--- config.mk ---
export PLATFORM = sky130hd
export DESIGN_NAME = memory_arbiter_flat
export DESIGN_NICKNAME = d
export VERILOG_FILES = /design/src/rtl/memory_arbiter_if.sv /design/src/rtl/memory_arbiter.sv /design/src/flat_wrapper.sv
export SDC_FILE = /design/constraint.sdc
export NUM_CORES = 1
export LEC_CHECK = 0
export ABC_AREA = 1
export CORE_UTILIZATION = 27
export DETAILED_ROUTE_END_ITERATION = 8
export GPL_TIMING_DRIVEN = 0
export PLACE_DENSITY = 0.79
export RECOVER_POWER = 100
export SLEW_MARGIN = 10
export SYNTH_ARGS = -nofsm -noshare
export SYNTH_HDL_FRONTEND = slang
export SYNTH_SLANG_ARGS = --single-unit
export TNS_END_PERCENT = 50
--- constraint.sdc ---
create_clock -name clock -period 1.5 [get_ports clock]
set_input_delay 0.3 -clock clock [delete_from_list [all_inputs] [get_ports clock]]
set_output_delay 0.3 -clock clock [all_outputs]
set_load 0.01 [all_outputs]
--- src/rtl/memory_arbiter_if.sv ---
// RAM-side bus shared by the arbiter (master modport) and the on-chip RAM (slave modport).
interface MemoryInterface #(
  parameter int ADDRESS_WIDTH = 16,
  parameter int DATA_WIDTH    = 16
);
  logic [ADDRESS_WIDTH-1:0] address;
  logic [DATA_WIDTH-1:0]    dataOut;
  logic [DATA_WIDTH-1:0]    dataIn;
  logic                     readEnabled;
  logic                     writeEnabled;
  logic                     functionComplete;

  modport master (
    output address, dataOut, readEnabled, writeEnabled,
    input  dataIn, functionComplete
  );

  modport slave (
    input  address, dataOut, readEnabled, writeEnabled,
    output dataIn, functionComplete
  );
endinterface

--- src/rtl/memory_arbiter.sv ---
// Round-robin arbiter sharing one RAM among NUMBER_OF_MASTERS requesters, with a release slot after each transfer.
// Optional `MEMORY_ARBITER_LOCK_EN adds a per-master lock input that keeps the grant across back-to-back transfers.
module memory_arbiter #(
  parameter int ADDRESS_WIDTH     = 16,
  parameter int DATA_WIDTH        = 16,
  parameter int NUMBER_OF_MASTERS = 4,
  parameter int MASTER_WIDTH      = $clog2(NUMBER_OF_MASTERS)
) (
  input  logic                                             clock,
  input  logic                                             reset,
  input  logic [NUMBER_OF_MASTERS-1:0]                     request,
`ifdef MEMORY_ARBITER_LOCK_EN
  input  logic [NUMBER_OF_MASTERS-1:0]                     lock,
`endif
  output logic [NUMBER_OF_MASTERS-1:0]                     grant,
  input  logic [NUMBER_OF_MASTERS-1:0][ADDRESS_WIDTH-1:0]  masterAddress,
  input  logic [NUMBER_OF_MASTERS-1:0][DATA_WIDTH-1:0]     masterDataOut,
  input  logic [NUMBER_OF_MASTERS-1:0]                     masterReadEnabled,
  input  logic [NUMBER_OF_MASTERS-1:0]                     masterWriteEnabled,
  output logic [DATA_WIDTH-1:0]                            masterDataIn,
  output logic [NUMBER_OF_MASTERS-1:0]                     masterFunctionComplete,
  MemoryInterface.master                                   memoryInterface
);

  typedef enum logic [1:0] {
    IDLE    = 2'd0,
    GRANTED = 2'd1,
    RELEASE = 2'd2
  } state_t;

  state_t                         r_state;
  state_t                         w_next_state;
  logic [MASTER_WIDTH-1:0]        r_grant_index;
  logic [MASTER_WIDTH-1:0]        w_next_grant_index;
  logic [MASTER_WIDTH-1:0]        r_pointer;
  logic [MASTER_WIDTH-1:0]        w_next_pointer;
  logic [NUMBER_OF_MASTERS-1:0]   r_grant;
  logic [NUMBER_OF_MASTERS-1:0]   w_next_grant;

  logic                           w_pick_found;
  logic [MASTER_WIDTH-1:0]        w_pick_index;
  logic [MASTER_WIDTH-1:0]        w_index_inc;
  logic                           w_sel_request;
  logic                           w_sel_active;
  logic                           w_done;
  logic                           w_lock_hold;

  logic [ADDRESS_WIDTH-1:0]       w_mem_address;
  logic [DATA_WIDTH-1:0]          w_mem_data;
  logic                           w_mem_read;
  logic                           w_mem_write;

  assign w_sel_request = request[r_grant_index];
  assign w_sel_active  = masterReadEnabled[r_grant_index] | masterWriteEnabled[r_grant_index];
  assign w_done        = memoryInterface.functionComplete & w_sel_active;
  assign w_index_inc   = (r_grant_index == MASTER_WIDTH'(NUMBER_OF_MASTERS - 1))
                         ? '0 : (r_grant_index + MASTER_WIDTH'(1));

`ifdef MEMORY_ARBITER_LOCK_EN
  assign w_lock_hold = lock[r_grant_index] & request[r_grant_index];
`else
  assign w_lock_hold = 1'b0;
`endif

  // Round-robin pick: scan from the highest offset down so the nearest requester at/after pointer wins.
  always_comb begin
    logic [MASTER_WIDTH:0]   v_sum;
    logic [MASTER_WIDTH-1:0] v_idx;
    w_pick_found = 1'b0;
    w_pick_index = '0;
    for (int off = NUMBER_OF_MASTERS - 1; off >= 0; off--) begin
      v_sum = {1'b0, r_pointer} + (MASTER_WIDTH+1)'(off);
      v_idx = (v_sum >= (MASTER_WIDTH+1)'(NUMBER_OF_MASTERS))
              ? MASTER_WIDTH'(v_sum - (MASTER_WIDTH+1)'(NUMBER_OF_MASTERS))
              : MASTER_WIDTH'(v_sum);
      w_pick_found = w_pick_found | request[v_idx];
      w_pick_index = request[v_idx] ? v_idx : w_pick_index;
    end
  end

  // State register and arbitration bookkeeping.
  always_ff @(posedge clock or negedge reset) begin
    if (!reset) begin
      r_state       <= IDLE;
      r_grant_index <= '0;
      r_pointer     <= '0;
      r_grant       <= '0;
    end else begin
      r_state       <= w_next_state;
      r_grant_index <= w_next_grant_index;
      r_pointer     <= w_next_pointer;
      r_grant       <= w_next_grant;
    end
  end

  // Next-state, next-pointer and next-grant decode.
  always_comb begin
    w_next_state       = r_state;
    w_next_grant_index = r_grant_index;
    w_next_pointer     = r_pointer;
    case (r_state)
      IDLE: begin
        if (w_pick_found) begin
          w_next_state       = GRANTED;
          w_next_grant_index = w_pick_index;
        end else begin
          w_next_state       = IDLE;
        end
      end
      GRANTED: begin
        if (w_done) begin
          w_next_state = RELEASE;
        end else if (!w_sel_request && !w_sel_active) begin
          w_next_state   = IDLE;
          w_next_pointer = w_index_inc;
        end else begin
          w_next_state = GRANTED;
        end
      end
      RELEASE: begin
        if (w_lock_hold) begin
          w_next_state = GRANTED;
        end else begin
          w_next_state   = IDLE;
          w_next_pointer = w_index_inc;
        end
      end
      default: begin
        w_next_state       = IDLE;
        w_next_grant_index = '0;
        w_next_pointer     = '0;
      end
    endcase

    // A locked master keeps its grant visible through the release slot.
    w_next_grant = '0;
    if ((w_next_state == GRANTED) || ((w_next_state == RELEASE) && w_lock_hold)) begin
      w_next_grant[w_next_grant_index] = 1'b1;
    end else begin
      w_next_grant = '0;
    end
  end

  // RAM-side mux and completion routing; everything idles at zero outside GRANTED.
  always_comb begin
    w_mem_address          = '0;
    w_mem_data             = '0;
    w_mem_read             = 1'b0;
    w_mem_write            = 1'b0;
    masterFunctionComplete = '0;
    if (r_state == GRANTED) begin
      w_mem_address                         = masterAddress[r_grant_index];
      w_mem_data                            = masterDataOut[r_grant_index];
      w_mem_read                            = masterReadEnabled[r_grant_index];
      w_mem_write                           = masterWriteEnabled[r_grant_index];
      masterFunctionComplete[r_grant_index] = w_done;
    end else begin
      masterFunctionComplete = '0;
    end
  end

  assign grant                        = r_grant;
  assign masterDataIn                 = memoryInterface.dataIn;
  assign memoryInterface.address      = w_mem_address;
  assign memoryInterface.dataOut      = w_mem_data;
  assign memoryInterface.readEnabled  = w_mem_read;
  assign memoryInterface.writeEnabled = w_mem_write;

endmodule

--- src/flat_wrapper.sv ---
// flat-port wrapper written by rule: the top's interface ports become plain ports
module memory_arbiter_flat 
#(
  parameter int ADDRESS_WIDTH     = 16,
  parameter int DATA_WIDTH        = 16,
  parameter int NUMBER_OF_MASTERS = 4,
  parameter int MASTER_WIDTH      = $clog2(NUMBER_OF_MASTERS)
)
  (clock, reset, request, grant, masterAddress, masterDataOut, masterReadEnabled, masterWriteEnabled, masterDataIn, masterFunctionComplete, memoryInterface_address, memoryInterface_dataOut, memoryInterface_readEnabled, memoryInterface_writeEnabled, memoryInterface_dataIn, memoryInterface_functionComplete);
  MemoryInterface #(.ADDRESS_WIDTH(ADDRESS_WIDTH), .DATA_WIDTH(DATA_WIDTH)) memoryInterface_i ();
  input  logic clock;
  input  logic reset;
  input  logic [NUMBER_OF_MASTERS-1:0] request;
  output logic [NUMBER_OF_MASTERS-1:0] grant;
  input  logic [NUMBER_OF_MASTERS-1:0][ADDRESS_WIDTH-1:0] masterAddress;
  input  logic [NUMBER_OF_MASTERS-1:0][DATA_WIDTH-1:0] masterDataOut;
  input  logic [NUMBER_OF_MASTERS-1:0] masterReadEnabled;
  input  logic [NUMBER_OF_MASTERS-1:0] masterWriteEnabled;
  output logic [DATA_WIDTH-1:0] masterDataIn;
  output logic [NUMBER_OF_MASTERS-1:0] masterFunctionComplete;
  output wire logic [$bits(memoryInterface_i.address)-1:0] memoryInterface_address;
  output wire logic [$bits(memoryInterface_i.dataOut)-1:0] memoryInterface_dataOut;
  output wire logic [$bits(memoryInterface_i.readEnabled)-1:0] memoryInterface_readEnabled;
  output wire logic [$bits(memoryInterface_i.writeEnabled)-1:0] memoryInterface_writeEnabled;
  input wire logic [$bits(memoryInterface_i.dataIn)-1:0] memoryInterface_dataIn;
  input wire logic [$bits(memoryInterface_i.functionComplete)-1:0] memoryInterface_functionComplete;
  assign memoryInterface_address = memoryInterface_i.address;
  assign memoryInterface_dataOut = memoryInterface_i.dataOut;
  assign memoryInterface_readEnabled = memoryInterface_i.readEnabled;
  assign memoryInterface_writeEnabled = memoryInterface_i.writeEnabled;
  assign memoryInterface_i.dataIn = memoryInterface_dataIn;
  assign memoryInterface_i.functionComplete = memoryInterface_functionComplete;
  memory_arbiter #(.ADDRESS_WIDTH(ADDRESS_WIDTH), .DATA_WIDTH(DATA_WIDTH), .NUMBER_OF_MASTERS(NUMBER_OF_MASTERS), .MASTER_WIDTH(MASTER_WIDTH)) u_core (.clock(clock), .reset(reset), .request(request), .grant(grant), .masterAddress(masterAddress), .masterDataOut(masterDataOut), .masterReadEnabled(masterReadEnabled), .masterWriteEnabled(masterWriteEnabled), .masterDataIn(masterDataIn), .masterFunctionComplete(masterFunctionComplete), .memoryInterface(memoryInterface_i));
endmodule
After elaboration in Yosys (flattened, before gate mapping)
Cells that the tools add are included.
- magnitude comparators: 12
- bitwise operators: 7
- add/subtract/negate cells: 8
- equal/unequal tests: 6
- mux-type cells: 46
- shifts and indexed selects: 0
- multiply operators: 0
- reductions and logical operators: 8
- div/mod/pow operators: 0
- operators by type and width (cell ; count):
    $bmux W16 S2 ; 2
    $mux W16 ; 4
    $mux W2 ; 13
    $lt A2 B3 Y1 const B ; 6
    $bmux W1 S2 ; 7
    $mux W1 ; 13
    $ge A3 B3 Y1 const B ; 3
    $mux W4 ; 2
    $pmux W2 S2 ; 2
    $sub A2 B1 Y2 const B ; 4
    $add A2 B2 Y3 const B ; 2
    $pmux W2 S3 ; 1
    $and A4 B4 Y4 ; 1
    $demux W1 S2 ; 2
    $eq A2 B1 Y1 const B ; 2
    $eq A2 B2 Y1 const B ; 2
    $ge A2 B1 Y1 const B ; 2
    $or A1 B1 Y1 ; 4
    $add A2 B1 Y3 const B ; 1
    $ge A2 B3 Y1 const B ; 1
    $logic_and A1 B1 Y1 ; 3
    $reduce_and A3 Y1 ; 1
    $add A2 B1 Y2 const B ; 1
    $logic_not A1 Y1 ; 2
    other kinds (6) ; 6
- bits in latches: 0
- ROM bits: 0
- output and inout port bits: 58
- input port bits: 159
- memory bits (writable): 0
- memories kept: 0
- flip-flop bits (word level): 10

Logic depth before layout (Yosys ltp)
Gate-level depths: netlist (run 1).
- depth in word-level cells: 16
- depth in mapped cells: 17

Worst setup path after synthesis (run 1)
No wires, ideal clock.
- path kind: register -> output
- start point: reg u_core.r_grant_index[0]
- end point: out memoryInterface_dataOut[10]
- stages on the path, launching flop included: 8
- path slack: -0.156 ns
- required time: 1.200 ns
- arrival: 1.356 ns
- path through: dfrtp_1 buf_4 buf_2 buf_2 nor2_1 nor2_1 o21ai_0 a21oi_1
- word-level cells in the longest chain between the ends: 3
- RTL lines (item ; RTL line ; RTL):
    from (decl) ; memory_arbiter.sv:33 ; logic [MASTER_WIDTH-1:0] r_grant_index;
    from (signal assigned) ; memory_arbiter.sv:90 ; r_grant_index <= w_next_grant_index;
    $bmux W16 S2 ; memory_arbiter.sv:153 ; w_mem_data = masterDataOut[r_grant_index];
    $mux W16 (not written as such) ; memory_arbiter.sv:153 ;
    $mux W16 ; memory_arbiter.sv:151 ; if (r_state == GRANTED) begin
    to (decl) ; flat_wrapper.sv:22 ; output wire logic [$bits(memoryInterface_i.dataOut)-1:0] memoryInterface_dataOut;
Every way passes these cells. The select of a mux whose other input is x is not followed.

Worst setup path after layout (run 1)
- start point: reg u_core.r_grant_index[0]
- end point: out masterFunctionComplete[0]
- word-level cells in the longest chain between the ends: 6
- elaborated cells on any way between the ends: 13
- those cells by class: 2 x order compare; 7 x mux; 3 x bitwise; 1 x reduce/logical
- RTL lines (item ; RTL line ; RTL):
    $lt A2 B3 Y1 (not written as such), or another cell as far along ; memory_arbiter.sv:156 ; masterFunctionComplete[r_grant_index] = w_done;
    $logic_and A1 B1 Y1 (not written as such) or $mux W1 (tied branches) ; memory_arbiter.sv:156, memory_arbiter.sv:54 ;
    $mux W1 (not written as such) or $or A1 B1 Y1 (tied branches) ; memory_arbiter.sv:156, memory_arbiter.sv:54 ;
    $demux W1 S2 or $and A1 B1 Y1 (tied branches) ; - ;
    $and A4 B4 Y4 (no line) (*) ; - ;
    $mux W4 (*) ; memory_arbiter.sv:151 ;
    to (decl) ; flat_wrapper.sv:20 ; output logic [NUMBER_OF_MASTERS-1:0] masterFunctionComplete;
Mark *: on every way between the ends. The rest lies on a longest branch, timed or not. The select of a mux whose other input is x is not followed.

==> results of run 1 <==
==> registers in the layout, indices dropped and copies added, names as in the netlist <==
name and flops:
u_core.r_grant_index 2, u_core.r_pointer 2, u_core.grant 4, u_core.r_state 2
==> power by group through the flow <==
stage | registers, mW | logic [mW] | clock network [mW]
final | 0.477 | 6.79 | 0.333
after global routing | 0.487 | 7.42 | 0.352
after CTS | 0.473 | 6.36 | 0.339
after detailed placement | 0.465 | 5.92 | 0
after global placement | 0.456 | 5.83 | 0
after floorplan | 0.462 | 3.46 | 0
==> logic make-up after synthesis <==
family | after synthesis | synth area share [%]
simple gates | 211 | 41.1
flops | 10 | 11.8
compound gates | 112 | 27.1
fa+ha+maj | 7 | 4.13
buf+inv | 65 | 15.9
==> cells in the mapped netlist <==
cell and count:
o21ai_0 69, nand2_1 37, nor2_2 2, a21oi_1 35, nor3_1 1, nor2_4 1, inv_8 1, clkbuf_1 13
o22a_2 1, nor2_1 140, buf_4 17, inv_1 15, nand3_1 11, inv_2 6, nand3_2 1, ha_1 7
o21ai_1 4, dfrtp_1 10, nand4_1 2, a31oi_1 1, o22a_1 1, nor2b_1 1, a21oi_2 1, buf_2 6
buf_1 5, nand2_2 15, buf_6 2
==> per-layer routing <==
layer / wire [um] / track usage (%)
met4: 177 / 4.44
met5: 0 / 0
met3: 623 / 2.44
met2: 5660 / 47.5
met1: 4460 / 29.8
==> critical path: cells and delay by family, from the launching register on <==
family | cells | cell delay (ps)
flops | 1 | 440
simple gates | 5 | 340
buf+inv | 4 | 390
compound gates | 1 | 250
==> stage by stage <==
stage	area [um2]	utilization (%)	setup slack [ps]	hold slack, ps
after floorplan	2150	-	-86.2	4.41
after global placement	4280	57.7	-902	587
after detailed placement	4280	57.7	-966	603
after CTS	4500	60.7	-456	389
after global routing	4670	63.0	-540	488
final	4670	63.0	-451	446
==> placed cells by master (no fill, tap or decap), types with 4 or more instances in the layout <==
cell,n
buf_4,35
nand2_2,18
nor2_2,24
inv_2,6
dfrtp_1,8
nand2_1,33
clkdlybuf4s50_1,141
nand3_1,9
buf_6,7
buf_8,5
a21oi_2,5
o21ai_2,4
nor2_1,117
dlygate4sd3_1,18
o21ai_0,30
o21ai_1,39
clkbuf_8,9
ha_1,6
buf_2,41
a21oi_1,31
inv_1,12
==> worst min path at each step <==
stage | slack [ps] | endpoint | cells past startpoint
6_report | 450 | u_core.grant[1] | 1
5_1_grt | 490 | u_core.grant[1] | 1
4_1_cts | 390 | u_core.grant[3] | 1
3_5_place_dp | 600 | u_core.r_pointer[1] | 2
3_3_place_gp | 590 | u_core.r_pointer[1] | 2
2_1_floorplan | 4 | u_core.grant[0] | 0
==> cell type report <==
type	count	area (um2)
Sequential cell	10	253
Buffer	43	412
Clock buffer	4	55.1
Tap cell	99	124
Multi-Input combinational cell	330	1660
Fill cell	692	2740
Timing Repair Buffer	224	2070
Inverter	22	97.6
==> what timing repair did <==
action	CTS	global route
pin swaps	11	23
setup buffers	16	3
gates cloned	3	2
endpoints found under the hold margin	0	0
gates resized for setup	231	61
endpoints found under the setup margin	48	48
==> impl_table.tex, run 1 <==
\begin{tabular}{lr}
\hline
Metric & Value \\
\hline
\multicolumn{2}{l}{\textbf{Worst hold path}} \\
\quad Class of the tightest hold or removal check & in2async \\
\multicolumn{2}{l}{\textbf{Detailed routing}} \\
\quad Total number of vias & 3488 \\
\quad Initial drt markers & roughly 120 \\
\quad Average wire per cell in the routed design & 14.9 um \\
\quad Routed Antenna Nets & 0 \\
\quad Vias per cell & $\sim$4.8 \\
\quad Wirelength, routed & 10.9 mm \\
\quad DRC violation count after routing & 0 \\
\quad Length of the first detailed-routing pass in iterations & 5 \\
\multicolumn{2}{l}{\textbf{Worst setup path}} \\
\quad Beginning of the critical path & u\_core.r\_grant\_index[0] \\
\quad Reg-to-reg critical path endpoint & u\_core.r\_pointer[0] \\
\quad Crit path capture & masterFunctionComplete[0] \\
\quad Critical path's largest stage delay & about 440 ps \\
\quad Class of the most critical setup path & reg2out \\
\quad Peak fanout along the critical path & 4 \\
\quad Crit path launch type & flip-flop \\
\quad Slowest cell on the critical path & dfrtp\_2 \\
\quad Critical R2R Launch & u\_core.r\_grant\_index[0] \\
\quad Crit path capture type & output port \\
\quad Worst Reg-to-Reg Cells & 11 \\
\quad Critical path arrival & 1650 ps \\
\quad Ordered cell list for the critical path & inv\_4 -> buf\_6 -> nor2\_2 -> o22a\_2 -> nand2\_2 -> nand2\_4 -> inv\_4 -> nand2\_1 -> nor2\_2 -> buf\_2 \\
\quad Flop2flop setup slack & -330 ps \\
\quad Critical path required time & 1200 ps \\
\multicolumn{2}{l}{\textbf{STA}} \\
\quad Setup violations, final & 47 \\
\quad Worst-Margin Slew & 440 ps \\
\quad Final Skew & 0.797 ps \\
\quad Final clock period utilization by the worst path & 130\% \\
\quad Final-layout setup total negative slack & -15990 ps \\
\quad Worst Slack Setup Final & -451 ps \\
\quad Worst slew margin & 70.6\% \\
\quad Max-slew violation count & 0 \\
\quad Crit path time final & 1950 ps \\
\quad Highest clock rate & between 500 and 600 MHz \\
\quad Final hold vios & 0 \\
\quad Setup repair after global routing missed its margin & true \\
\multicolumn{2}{l}{\textbf{Logic synthesis}} \\
\quad Dominant cells by area after synthesis & nor2\_1 25\%, o21ai\_0 16\%, dfrtp\_1 12\% \\
\quad Synthesized instance count & 405 \\
\quad Yosys cell types & 27 \\
\quad Part of the Yosys area used for sequential elements & 11.8\% \\
\quad Post-synthesis sequential element count & 10 \\
\quad Post-synth design cell area & 2120 um2 \\
\quad Post-Synthesis Net Count & 571 \\
\quad Area share of the largest cell type after synthesis & between 20\% and 30\% \\
\quad Per-instance average area after synthesis & 5.24 um2 \\
\quad Yosys warning total & 0 \\
\quad Most area-hungry cell type in the Yosys netlist & nor2\_1 \\
\multicolumn{2}{l}{\textbf{GRT}} \\
\quad Remaining global-route overflow & 0 \\
\quad Wire length of the first global-routing pass & approximately 17 mm \\
\quad Total routing resource utilization after global routing & roughly a quarter \\
\quad Initial antenna violation count & 0 \\
\quad Via count of the first global-routing pass & approximately 3300 \\
\quad Pin count of the biggest net entering global routing & 12 \\
\multicolumn{2}{l}{\textbf{Power and ir drop}} \\
\quad Areal power density over the cells & 1630 nW/um2 \\
\quad Reg power frac & 6.3\% \\
\quad Sw Pwr & 3.89 mW \\
\quad Combinational fraction of design power & 89.4\% \\
\quad Pint & 3.71 mW \\
\quad Fraction of power spent switching nets & slightly above 50\% \\
\quad Maximum vdd drop & 1.04 mV \\
\quad Total power of the final layout & 7.60 mW \\
\quad Reported leakage power & approximately 2.1 nW \\
\quad Clock group share of total power & 4.4\% \\
\multicolumn{2}{l}{\textbf{Place}} \\
\quad Final GP Congestion & between 0.8 and 0.9 \\
\quad Inst Count DP & $\sim$700 \\
\quad Quantity of I/O buffers inserted on ports & 200 \\
\quad DPL Wire Length & 8.36 mm \\
\multicolumn{2}{l}{\textbf{Floorplanning}} \\
\quad Horizontal die dimension & 90.6 um \\
\quad Die area & 8210 um2 \\
\quad Initial Util & roughly 29\% \\
\quad Height of the die & 90.6 um \\
\quad Boundary Pins & 217 \\
\quad CORE AREA & 7410 um2 \\
\quad Total number of placement rows & 31 \\
\multicolumn{2}{l}{\textbf{Outcome}} \\
\quad Failing checks & setup timing \\
\quad Outcome & finished, violations left \\
\multicolumn{2}{l}{\textbf{Finish}} \\
\quad Antenna cells & 0 \\
\quad Share of layout cells above drive strength 1 & 28.6\% \\
\quad Nets@finish & 800 \\
\quad Number of standard cells in the layout, taps in and fillers out & 732 \\
\quad Area grow syn2layout & 120\% \\
\multicolumn{2}{l}{\textbf{CTS}} \\
\quad Clock transition at the registers of the reported paths & roughly 50 ps \\
\quad Number of sinks on the clock net & 10 \\
\quad Clock buffer count from CTS & 3 \\
\quad TritonCTS clock tree & done \\
\quad Number of hold buffers added after CTS & 0 \\
\quad Insertion delay to the later sink of the worst-skew pair & 230 ps \\
\quad CTS HTree Levels & 1 \\
\quad Clock Path Buffers & 2 \\
\quad CTS Root Cell & clkbuf\_8 \\
\multicolumn{2}{l}{\textbf{Run}} \\
\quad \# Max-Cap Violations & 0 \\
\hline
\end{tabular}
No activity file was read; power rests on OpenSTA's default activity.
==> run 2: changes to the inputs <==
CORE_UTILIZATION = 30   (was 27)
PLACE_DENSITY = 0.83   (was 0.79)
clock period = 1.9 ns   (was 1.5 ns; I/O delays follow)
==> run 2 against run 1 <==
The run still ends with setup timing left; critical path depth decreased by 1; sequential power decreased by 21%; clock skew increased by 1.2 ps; power decreased by 17%; final cell count decreased by 0.27%; setup slack improved by 230 ps; sequential cell count unchanged.
==> impl_table.tex, run 2 (synthesis gave the netlist of run 1 again) <==
\begin{tabular}{lr}
\hline
Metric & Value \\
\hline
\multicolumn{2}{l}{\textbf{Detailed routing}} \\
\quad Wirelength, routed & between 10 and 15 mm \\
\quad Vias per cell & 4.95 \\
\quad Length of the first detailed-routing pass in iterations & 4 \\
\quad Routed Antenna Nets & 0 \\
\quad Average wire per cell in the routed design & 16.1 um \\
\quad DRC violation count after routing & 0 \\
\quad Total number of vias & between 3000 and 4000 \\
\quad Initial drt markers & 138 \\
\multicolumn{2}{l}{\textbf{Finish}} \\
\quad Area grow syn2layout & 126\% \\
\quad Antenna cells & 0 \\
\quad Flip-flop count of the largest register, all copies and words added & 4 \\
\quad Number of standard cells in the layout, taps in and fillers out & 730 \\
\quad Commonest non-fill, non-tap cell in the layout & clkdlybuf4s50\_1 \\
\quad Share of layout cells above drive strength 1 & about 30\% \\
\quad Core utilization of the finished layout & 70.7\% \\
\quad Highest-count cells in the layout ignoring fill and taps & 136 x clkdlybuf4s50\_1, 101 x nor2\_1, 45 x o21ai\_1 \\
\quad Nets@finish & 802 \\
\multicolumn{2}{l}{\textbf{Floorplanning}} \\
\quad Height of the die & around 86 um \\
\quad Total number of placement rows & 30 \\
\quad Die area & 7410 um2 \\
\quad CORE AREA & 6790 um2 \\
\quad Horizontal die dimension & 86.1 um \\
\quad Initial Util & 31.2\% \\
\quad Boundary Pins & 217 \\
\multicolumn{2}{l}{\textbf{Worst setup path}} \\
\quad Crit path capture type & output port \\
\quad Ordered cell list for the critical path & clkdlybuf4s50\_1 -> nor2\_1 -> o22a\_1 -> nand2\_2 -> nand2\_2 -> inv\_2 -> nand2\_2 -> nor2\_2 -> buf\_2 \\
\quad Crit path launch type & input port \\
\quad Critical path required time & 1520 ps \\
\quad Critical path arrival & 1740 ps \\
\quad Peak fanout along the critical path & 3 \\
\quad Class of the most critical setup path & in2out \\
\quad Critical path's largest stage delay & roughly 500 ps \\
\quad Slowest cell on the critical path & clkdlybuf4s50\_1 \\
\quad Most numerous cell on the critical path & nand2\_2 \\
\multicolumn{2}{l}{\textbf{GRT}} \\
\quad Remaining global-route overflow & 0 \\
\quad Wire length of the first global-routing pass & $\sim$17 mm \\
\quad Initial antenna violation count & 0 \\
\quad Via count of the first global-routing pass & 3456 \\
\quad Total routing resource utilization after global routing & between 20 and 30\% \\
\quad Pin count of the biggest net entering global routing & 12 \\
\multicolumn{2}{l}{\textbf{Run}} \\
\quad \# Max-Cap Violations & 0 \\
\multicolumn{2}{l}{\textbf{CTS}} \\
\quad CTS HTree Levels & 1 \\
\quad Number of hold buffers added after CTS & 0 \\
\quad Clock buffer count from CTS & 3 \\
\quad Clock Path Buffers & 2 \\
\quad Number of sinks on the clock net & 10 \\
\quad Insertion delay to the later sink of the worst-skew pair & about 230 ps \\
\quad CTS Root Cell & clkbuf\_8 \\
\quad Clock transition at the registers of the reported paths & 40 ps \\
\quad TritonCTS clock tree & done \\
\multicolumn{2}{l}{\textbf{STA}} \\
\quad Crit path time final & roughly 2100 ps \\
\quad Final clock period utilization by the worst path & 111\% \\
\quad Max-slew violation count & 0 \\
\quad Highest clock rate & 472 MHz \\
\quad Final Skew & $\sim$2.0 ps \\
\quad Worst slew margin & 69.7\% \\
\quad Worst-Margin Slew & 453 ps \\
\quad Setup violations, final & 39 \\
\quad Setup repair after global routing missed its margin & true \\
\quad Worst Slack Setup Final & -217 ps \\
\quad Final hold vios & 0 \\
\multicolumn{2}{l}{\textbf{Place}} \\
\quad Final GP Congestion & 0.871 \\
\quad Quantity of I/O buffers inserted on ports & 200 \\
\quad Inst Count DP & 701 \\
\quad DPL Wire Length & approximately 8.6 mm \\
\multicolumn{2}{l}{\textbf{Outcome}} \\
\quad Outcome & finished, violations left \\
\quad Failing checks & setup timing \\
\multicolumn{2}{l}{\textbf{Power and ir drop}} \\
\quad Reported leakage power & between 2 and 2.5 nW \\
\quad Maximum vdd drop & 0.921 mV \\
\quad Areal power density over the cells & 1310 nW/um2 \\
\multicolumn{2}{l}{\textbf{Worst hold path}} \\
\quad Class of the tightest hold or removal check & in2async \\
\hline
\end{tabular}
run 2: cell types whose count changed in the layout (fill, tap and decap cells not counted), moves of 3 or more:
| cell | delta |
|---|---|
| o21ai_0 | -4 |
| clkdlybuf4s50_1 | -5 |
| dlymetal6s2s_1 | +4 |
| o21ai_1 | +6 |
| dlygate4sd3_1 | +3 |
| nor2_1 | -16 |
| nor2_4 | +14 |
run 2: repair_timing:
item,4_1_cts,5_1_grt
setup endpoints to repair,38,46
gates resized for setup,263,76
pin swaps,33,43
buffers inserted,15,5
gates cloned,4,2
run 2: per-stage QoR:
stage                     worst slack [ps]  power (mW)  instance area, um2  setup TNS (ps)  hold slack, ps
after floorplan                        164        3.04                2120               0            84.4
after global placement                -678        4.93                4240          -23060             587
after detailed placement              -733        5.03                4240          -24760             610
after CTS                             -190        5.80                4540           -2930             470
after global routing                  -263        6.77                4800           -6880             564
final                                 -217        6.27                4800           -3430             533
run 2: metal layers:
layer	part of all wire, %	vias up	GRT usage (%)
li1	-	1758	-
met1	37	1669	32.7
met2	53	156	54.7
met3	7.0	29	4.43
met4	2.7	0	11.7
met5	0	-	0
run 2: critical path: cells and delay by family:
kind / cells / cell delay [ps]
AO/OA/AOI/OAI: 1 / 250
AND/OR/NAND/NOR: 5 / 390
buffers and inverters: 3 / 720
run 2: area by class of cell:
class / count / area, um2
fillers: 568 / 1990
flip-flops and latches: 10 / 253
well taps: 96 / 120
multi-input cells: 330 / 1750
repair buffers: 226 / 2140
plain buffers: 43 / 395
clock buffers: 3 / 41.3
inverters: 22 / 95.1
run 2: worst paths after layout:
path / start / end / slack, ps / cells past startpoint
hold reg to reg: u_core.r_pointer[1] / u_core.r_pointer[1] / 610 / 2
setup / recovery: masterReadEnabled[3] / masterFunctionComplete[1] / -220 / 9
min in group clock: u_core.r_pointer[1] / u_core.r_pointer[1] / 610 / 2
hold / removal: reset / u_core.r_state[1] / 530 / 1
setup reg to reg: u_core.r_grant_index[0] / u_core.r_pointer[0] / -30 / 11
max in group asynchronous: reset / u_core.r_grant_index[1] / 1030 / 1
run 2: where the power goes:
group,switching [mW],total [mW],internal [mW],leakage [nW]
registers,0.0723,0.377,0.305,0.127
logic,3.11,5.68,2.57,2.04
clock network,0.0736,0.211,0.138,0.0216
